### config.mk
export PLATFORM = sky130hd
export DESIGN_NAME = sha256_msg_padder
export DESIGN_NICKNAME = d
export VERILOG_FILES = /design/src/rtl/sha256_msg_padder.sv
export SDC_FILE = /design/constraint.sdc
export NUM_CORES = 1
export LEC_CHECK = 0
export CAP_MARGIN = 20
export CORE_MARGIN = 2
export CORE_UTILIZATION = 55
export DETAILED_ROUTE_END_ITERATION = 8
export DONT_BUFFER_PORTS = 1
export PLACE_DENSITY = 0.81
export SLEW_MARGIN = 15
export SYNTH_ARGS = -nofsm -noshare
export SYNTH_HDL_FRONTEND = slang
export SYNTH_SLANG_ARGS = --single-unit
### constraint.sdc
create_clock -name clk -period 6.7 [get_ports clk]
set_clock_uncertainty 0.1 [all_clocks]
set_input_delay 0.67 -clock clk [delete_from_list [all_inputs] [get_ports clk]]
set_output_delay 0.67 -clock clk [all_outputs]
set_load 0.05 [all_outputs]
### src/rtl/sha256_msg_padder.sv
// sha256_msg_padder
//   Turns a word-aligned message of N 32-bit words into SHA-256 padded
//   512-bit blocks, streamed one word per handshake. It appends the
//   0x80000000 marker word, the zero fill and the 64-bit big-endian bit
//   length. The downstream hash core therefore only ever sees complete
//   16-word blocks.
//
//   Optional build macro SHA_PADDER_BSWAP_EN: when defined, message words are
//   byte-reversed on the pass-through path, for little-endian message memory.
//   Marker, zero and length words are never swapped.
//
// Ports
//   clk          sole clock, rising edge
//   reset        asynchronous, active-high reset
//   start        one-cycle request, sampled only while idle
//   msg_words    message length N in words, latched on an accepted start
//   in_valid     message word available
//   in_ready     padder consumes in_data this cycle
//   in_data      message word
//   out_valid    padded word available
//   out_ready    downstream accepts out_data
//   out_data     padded word
//   out_blk_end  out_valid qualifier for word 15 of every block
//   out_msg_end  out_valid qualifier for the final word of the message
//   busy         high from the accepted start until the last word is accepted
//   done         one-cycle pulse after the final word handshake
module sha256_msg_padder #(
   parameter int LEN_W = 16
) (
   input  logic             clk,
   input  logic             reset,
   input  logic             start,
   input  logic [LEN_W-1:0] msg_words,
   input  logic             in_valid,
   output logic             in_ready,
   input  logic [31:0]      in_data,
   output logic             out_valid,
   input  logic             out_ready,
   output logic [31:0]      out_data,
   output logic             out_blk_end,
   output logic             out_msg_end,
   output logic             busy,
   output logic             done
);

   typedef enum logic [1:0] {
      IDLE = 2'd0,
      DATA = 2'd1,
      PAD  = 2'd2
   } state_t;

   localparam logic [LEN_W:0] K_ONE    = (LEN_W+1)'(1);
   localparam logic [LEN_W:0] K_18     = (LEN_W+1)'(18);
   localparam logic [LEN_W:0] BLK_MASK = ~((LEN_W+1)'(15));

   state_t         state_q, state_d;
   logic [LEN_W:0] k_q, k_d;        // index of the word currently offered
   logic [LEN_W:0] n_q, n_d;        // latched message length N
   logic [LEN_W:0] last_q, last_d;  // index of the final word, T-1
   logic           done_q, done_d;

   logic [LEN_W:0] n_ext;
   logic [LEN_W:0] last_calc;
   logic [31:0]    msg_word;
   logic [31:0]    len_word;

   assign n_ext = {1'b0, msg_words};

   // T = 16*floor((N+18)/16). Clearing the low four bits of N+18 rounds it
   // down to a multiple of 16. The extra counter bit keeps N+18 from wrapping.
   assign last_calc = ((n_ext + K_18) & BLK_MASK) - K_ONE;

   // The bit length fits in 32 bits, so the high length word is always zero.
   assign len_word = 32'(n_q) << 5;

`ifdef SHA_PADDER_BSWAP_EN
   assign msg_word = {in_data[7:0], in_data[15:8], in_data[23:16], in_data[31:24]};
`else
   assign msg_word = in_data;
`endif

   // NOTE: every signal written in this block gets a default first, so no
   // path leaves one unassigned and no latch is inferred.
   always_comb begin
      state_d   = state_q;
      k_d       = k_q;
      n_d       = n_q;
      last_d    = last_q;
      done_d    = 1'b0;
      in_ready  = 1'b0;
      out_valid = 1'b0;
      out_data  = 32'h0;

      case (state_q)
         IDLE: begin
            if (start) begin
               n_d     = n_ext;
               last_d  = last_calc;
               k_d     = '0;
               state_d = (msg_words != '0) ? DATA : PAD;
            end
         end

         DATA: begin
            // Zero-latency pass-through. Back-pressure goes straight upstream.
            out_valid = in_valid;
            in_ready  = out_ready;
            out_data  = msg_word;
            if (in_valid && out_ready) begin
               k_d = k_q + K_ONE;
               if (k_q == n_q - K_ONE) begin
                  state_d = PAD;
               end
            end
         end

         PAD: begin
            out_valid = 1'b1;
            if (k_q == n_q) begin
               out_data = 32'h8000_0000;
            end else if (k_q == last_q) begin
               out_data = len_word;
            end
            if (out_ready) begin
               if (k_q == last_q) begin
                  state_d = IDLE;
                  done_d  = 1'b1;
               end else begin
                  k_d = k_q + K_ONE;
               end
            end
         end

         default: state_d = IDLE;
      endcase
   end

   // NOTE: sequential state uses non-blocking assignments only, so every
   // register samples the pre-edge value of every other register.
   always_ff @(posedge clk or posedge reset) begin
      if (reset) begin
         state_q <= IDLE;
         k_q     <= '0;
         n_q     <= '0;
         last_q  <= '0;
         done_q  <= 1'b0;
      end else begin
         state_q <= state_d;
         k_q     <= k_d;
         n_q     <= n_d;
         last_q  <= last_d;
         done_q  <= done_d;
      end
   end

   assign out_blk_end = out_valid & (k_q[3:0] == 4'hF);
   assign out_msg_end = out_valid & (k_q == last_q);
   assign busy        = (state_q != IDLE);
   assign done        = done_q;

endmodule
==> results of run 1 <==
[sequential cells by signal (all words and copies together), names as in the netlist]
name     flops
k_q         17
n_q         16
last_q      14
state_q      2
done         1
[cell families after synthesis]
kind of cell,Yosys count,synth area share (%)
AO/OA/AOI/OAI,108,19.32
adder cells (fa/ha/maj),7,2.284
AND/OR/NAND/NOR,171,25.19
XOR/XNOR,47,10.73
buffers and inverters,42,4.372
flip-flops,50,32.63
multiplexers,19,5.481
[per-stage QoR]
step	power, uW	area, um^2	util (%)
6_report	1732	3951	58.48
2_1_floorplan	1371	3835	-
4_1_cts	1716	3943	58.35
3_3_place_gp	1502	3842	56.87
3_5_place_dp	1522	3842	56.87
5_1_grt	1852	3951	58.48
[layout make-up]
| cell class | count | area (um^2) | area share, % |
|---|---|---|---|
| inverter | 13 | 50.05 | 1.267 |
| clock buffer | 6 | 82.58 | 2.090 |
| multi-input combinational | 352 | 2427 | 61.43 |
| tap | 80 | 100.1 | 2.533 |
| timing repair buffer | 3 | 22.52 | 0.5700 |
| clock inverter | 2 | 17.52 | 0.4433 |
| sequential | 50 | 1251 | 31.67 |
[layer usage]
layer | vias up | share of wire (%) | track usage, % | wire, um
met4 | 0 | 1.3 | 5.734 | 125
li1 | 1602 | - | - | -
met1 | 1619 | 42 | 35.33 | 4130
met3 | 14 | 8.1 | 4.739 | 799
met2 | 159 | 49 | 43.39 | 4786
met5 | - | 0 | 0 | 0
[power breakdown]
part | internal [uW] | total, uW | switching (uW)
Combinational | 317 | 976 | 659
Sequential | 398 | 563 | 164
Clock | 85.2 | 194 | 109
[worst reg2reg max path: cells and delay by family (launching register included)]
family	cells	cell delay, ns
AO/OA/AOI/OAI	5	1.56
adder cells (fa/ha/maj)	1	0.25
buffers and inverters	1	0.09
flip-flops	1	0.46
multiplexers	1	0.18
AND/OR/NAND/NOR	1	0.46
[cell usage in the layout (no fill, tap or decap), types with 3 or more instances in the layout]
| master | count |
|---|---|
| dfrtp_1 | 50 |
| nand2_1 | 41 |
| o21ai_0 | 40 |
| xor2_1 | 31 |
| and3_1 | 23 |
| nor2_1 | 21 |
| mux2_2 | 16 |
| xnor2_1 | 16 |
| a22o_1 | 16 |
| nor4_1 | 13 |
| nand3_1 | 13 |
| inv_1 | 12 |
| nor3_1 | 11 |
| a31oi_1 | 9 |
| and2_1 | 8 |
| a211oi_1 | 8 |
| nor2b_1 | 7 |
| o31ai_1 | 7 |
| a21oi_1 | 7 |
| ha_1 | 7 |
| and4_1 | 6 |
| clkbuf_8 | 6 |
| nand2b_1 | 5 |
| nand4_1 | 4 |
| a41oi_1 | 3 |
| mux2i_1 | 3 |
| buf_4 | 3 |
[worst paths after layout]
check	startpoint	end	slack [ns]	cells after the start
max in group asynchronous	reset	k_q[7]$_DFFE_PP0P_	5.71	1
worst min-delay path	reset	state_q[1]$_DFFE_PP0P_	0.29	1
worst max-delay path	k_q[2]$_DFFE_PP0P_	out_data[13]	2.45	7
worst max register to register	n_q[0]$_DFFE_PP0P_	state_q[0]$_DFFE_PP0P_	3.47	9
worst min register to register	last_q[3]$_DFFE_PP0P_	last_q[3]$_DFFE_PP0P_	0.40	1
min in group clk	msg_words[7]	n_q[7]$_DFFE_PP0P_	0.39	1
==> flow_summary.yaml, run 1 <==
die:
  die_width_um: 87.50
  io_pins: 91
  dieArea_mm2: 0.007656
  fp.coreArea_mm2: 0.006756
  start_util_pct: 56.76
  dieHeight_um: 87.50
  rows: 30
placement:
  gp_congestion: 0.8544
  post-dp-hpwl_um: 7243
  io_buffers: 0
  post-place-ws_ns: 2.811
  dp_cells: 497
logic_synthesis:
  syn-cell-area_mm2: 0.003835
  synth_common_cells: "dfrtp_1 (50), nand2_1 (41), o21ai_0 (40)"
  synthArstFlopShare_pct: 100.0
  synth_cells: 444
  synth.ff_latch_count: 50
  synth_edf_count: 0
  synthesis.nets: 504
  synth_area_leaders: "dfrtp_1 (33%), xor2_1 (7.1%), o21ai_0 (5.2%)"
  yosysSeqAreaShare_pct: 32.63
  avgSynthCellArea_um2: 8.637
  synth_top_area_share_pct: 32.63
  ys_types: 59
  yosysMostFrequentCell: "dfrtp_1"
  yosysWarnings: 0
  yosysTopAreaCell: "dfrtp_1"
  ys.flop_type: "dfrtp_1"
worst_hold_path:
  hold_path_class: "input port to asynchronous set/reset pin"
routing:
  drtIter0Drc: 268
  drc: 0
  routedWlPerCell_um: 19.45
  drt_first_pass_iters: 5
  ant_nets: 0
  vias: 3394
  avgViaCountPerCell: 6.708
  wirelength_um: 9841
critical_path:
  startpoint_type: "register"
  crit_chain: "or4_1 > o2bb2ai_1 > nand3_1 > nor2_1 > nand2_1 > nor3_2 > a22o_1"
  critPathTopFamily: "simple AND/OR/NAND/NOR gates"
  crit_type: "register to output pin"
  critPathMaxStageDelay_ns: 0.89
  worst_setup_path_end_kind: "output pin"
  required_ns: 5.93
  crit_fanout: 16
  critical_path_buf_inv_count: 0
  arrival_ns: 3.48
  slowest_stage: "nor3_2"
timing:
  worst_pin_slew_ns: 1.105
  fin_crit_ns: 4.254
  hold_ws_ns: 0.2860
  min_period_over_period_pct: 63.50
  relSlewSlack_pct: 25.96
  rsz0062_at_grt: "false"
  fin_ws_ns: 2.446
  fin_tns_setup_ns: 0
  setup_viol: 0
  max_freq_mhz: 235.1
  hold_viol: 0
  drv_slew: 0
power_and_ir_drop:
  power.leakage_uw: 0.001645
  ir_drop_mv: 0.2500
  p_per_area_mw_per_mm2: 438.4
grt:
  antenna_found_initial: 0
  grt_start_max_net_pins: 51
  grt_pass1_vias: 3108
  grt_pass1_wl_um: 15430
  overflow: 0
  grtUsageTotal_pct: 25.98
clock_network:
  insertion_delay_ns: 0.32
  post-cts-setup-buffers: 0
  cts-hold-fix-buffers: 0
  numCtsBuffers: 5
  cts_resized: 0
  clk_path_buf_depth: 2
  htree_num_levels: 2
  cts_root_buffer: "clkbuf_8"
  clk_pin_slew_ns: 0.10
  cts_tree: "done"
  cts_num_sinks: 50
layout:
  fin_cells: 506
  drive_gt1_share_pct: 9.859
  syn_to_final_growth_pct: 3.034
  diodes: 0
  nets: 485
  n_fill_cell: 582
job:
  drv_cap: 0
status:
  status: "finished clean"
Power figures use the tool's default switching activity.
==> inputs of run 2 (changes only) <==
- clock period: 6.7 -> 4 ns (I/O delays scaled with it)
==> flow_summary.yaml, run 2 (synthesis gave the netlist of run 1 again) <==
critical_path:
  setup.worst_path.start: "state_q[0]$_DFFE_PP0P_"
  rr_worst_depth: 9
  required_ns: 3.50
  worst_setup_path_end_kind: "output pin"
  reg2reg_from: "n_q[0]$_DFFE_PP0P_"
  crit_fanout: 24
  arrival_ns: 3.02
  crit_type: "register to output pin"
  startpoint_type: "register"
routing:
  drc: 0
  drtIter0Drc: 290
  wirelength_um: 10090
  vias: 3452
  avgViaCountPerCell: 6.769
  drt_first_pass_iters: 5
  ant_nets: 0
  routedWlPerCell_um: 19.79
die:
  fp.coreArea_mm2: 0.006756
  die_width_um: 87.50
  dieArea_mm2: 0.007656
  rows: 30
  dieHeight_um: 87.50
  io_pins: 91
  start_util_pct: 56.76
layout:
  drive_gt1_share_pct: 10.93
  largest_register_ffs: 17
  n_fill_cell: 582
  final_cell_mix: "dfrtp_1 (50), nand2_1 (40), o21ai_0 (40), xor2_1 (31), and3_1 (23)"
  diodes: 0
  nets: 489
  layout_commonest_cell: "dfrtp_1"
  reg_top3: "k_q: 17 flops, n_q: 16 flops, last_q: 14 flops"
  utilization_pct: 58.89
  syn_to_final_growth_pct: 3.752
  largest_register: "k_q"
timing:
  drv_slew: 0
  rsz0062_at_grt: "false"
  setup_viol: 0
  relSlewSlack_pct: 41.73
  max_freq_mhz: 283.8
  worst_pin_slew_ns: 0.8730
  fin_tns_setup_ns: 0
  hold_viol: 0
  min_period_over_period_pct: 88.08
  fin_crit_ns: 3.523
  hold_ws_ns: 0.008578
power_and_ir_drop:
  p_per_area_mw_per_mm2: 737.7
  power.leakage_uw: 0.001664
  ir_drop_mv: 0.3953
clock_network:
  cts_resized: 0
  cts_tree: "done"
  htree_num_levels: 2
  clk_pin_slew_ns: 0.11
  post-cts-setup-buffers: 0
  numCtsBuffers: 5
  cts_root_buffer: "clkbuf_8"
  cts_num_sinks: 50
  cts-hold-fix-buffers: 0
  insertion_delay_ns: 0.32
  clk_path_buf_depth: 2
placement:
  post-dp-hpwl_um: 7447
  io_buffers: 0
  gp_congestion: 0.8842
grt:
  overflow: 0
  antenna_found_initial: 0
  grt_pass1_vias: 3265
  grtUsageTotal_pct: 26.94
  grt_start_max_net_pins: 51
  grt_pass1_wl_um: 16100
job:
  drv_cap: 0
worst_hold_path:
  hold_path_class: "input port to asynchronous set/reset pin"
status:
  status: "finished clean"
-- run 2: cell count changes in the layout (fill, tap and decap cells not counted), sizes merged --
cell    previous run  this run
clkinv             3         1
inv               12        15
buf                3         7
clkbuf             6         5
-- run 2: final cells by class --
cell class                      instances  area (um^2)  share of cell area (%)
Tap cell                               80        100.1                   2.516
Timing Repair Buffer                    7        52.55                   1.321
Clock buffer                            5        68.82                   1.730
Sequential cell                        50         1251                   31.45
Inverter                               13        50.05                   1.258
Clock inverter                          3        26.28                  0.6604
Multi-Input combinational cell        352         2430                   61.07
-- run 2: layer usage --
metal | global-route usage, % | up-vias | wire length (um)
li1 | - | 1596 | -
met1 | 36.54 | 1702 | 4422
met2 | 43.80 | 135 | 4885
met3 | 5.118 | 19 | 606
met4 | 8.392 | 0 | 178
met5 | 0 | - | 0
-- run 2: path summary, 6_finish.rpt --
kind,end,slack (ns)
min reg2reg,last_q[3]$_DFFE_PP0P_,0.42
max in group asynchronous,k_q[2]$_DFFE_PP0P_,3.27
min in group clk,n_q[14]$_DFFE_PP0P_,0.12
min,n_q[14]$_DFFE_PP0P_,0.009
max,out_data[17],0.48
max reg2reg,state_q[0]$_DFFE_PP0P_,0.76
-- run 2: per-stage QoR --
| step | total power [uW] | cells | setup WS (ns) | instance area, um^2 |
|---|---|---|---|---|
| 2_1_floorplan | 2297 | 444 | 0.7557 | 3835 |
| 3_3_place_gp | 2540 | 501 | 0.9249 | 3872 |
| 3_5_place_dp | 2584 | 501 | 0.8108 | 3872 |
| 4_1_cts | 2912 | 509 | 0.4892 | 3968 |
| 5_1_grt | 3133 | 510 | 0.2997 | 3979 |
| 6_report | 2935 | 510 | 0.4768 | 3979 |
-- run 2: power breakdown --
group / total, uW / switching, uW / internal (uW)
sequential: 945 / 278 / 667
combinational: 1660 / 1120 / 547
clock: 325 / 195 / 130
total: 2940 / 1590 / 1340
-- run 2: worst max-delay path, stage by stage, from the launching register on --
cell,delay (ns)
dfrtp_1,0.45
inv_1,0.09
ha_1,0.68
inv_1,0.44
nor3_2,0.29
buf_4,0.26
a22o_1,0.49
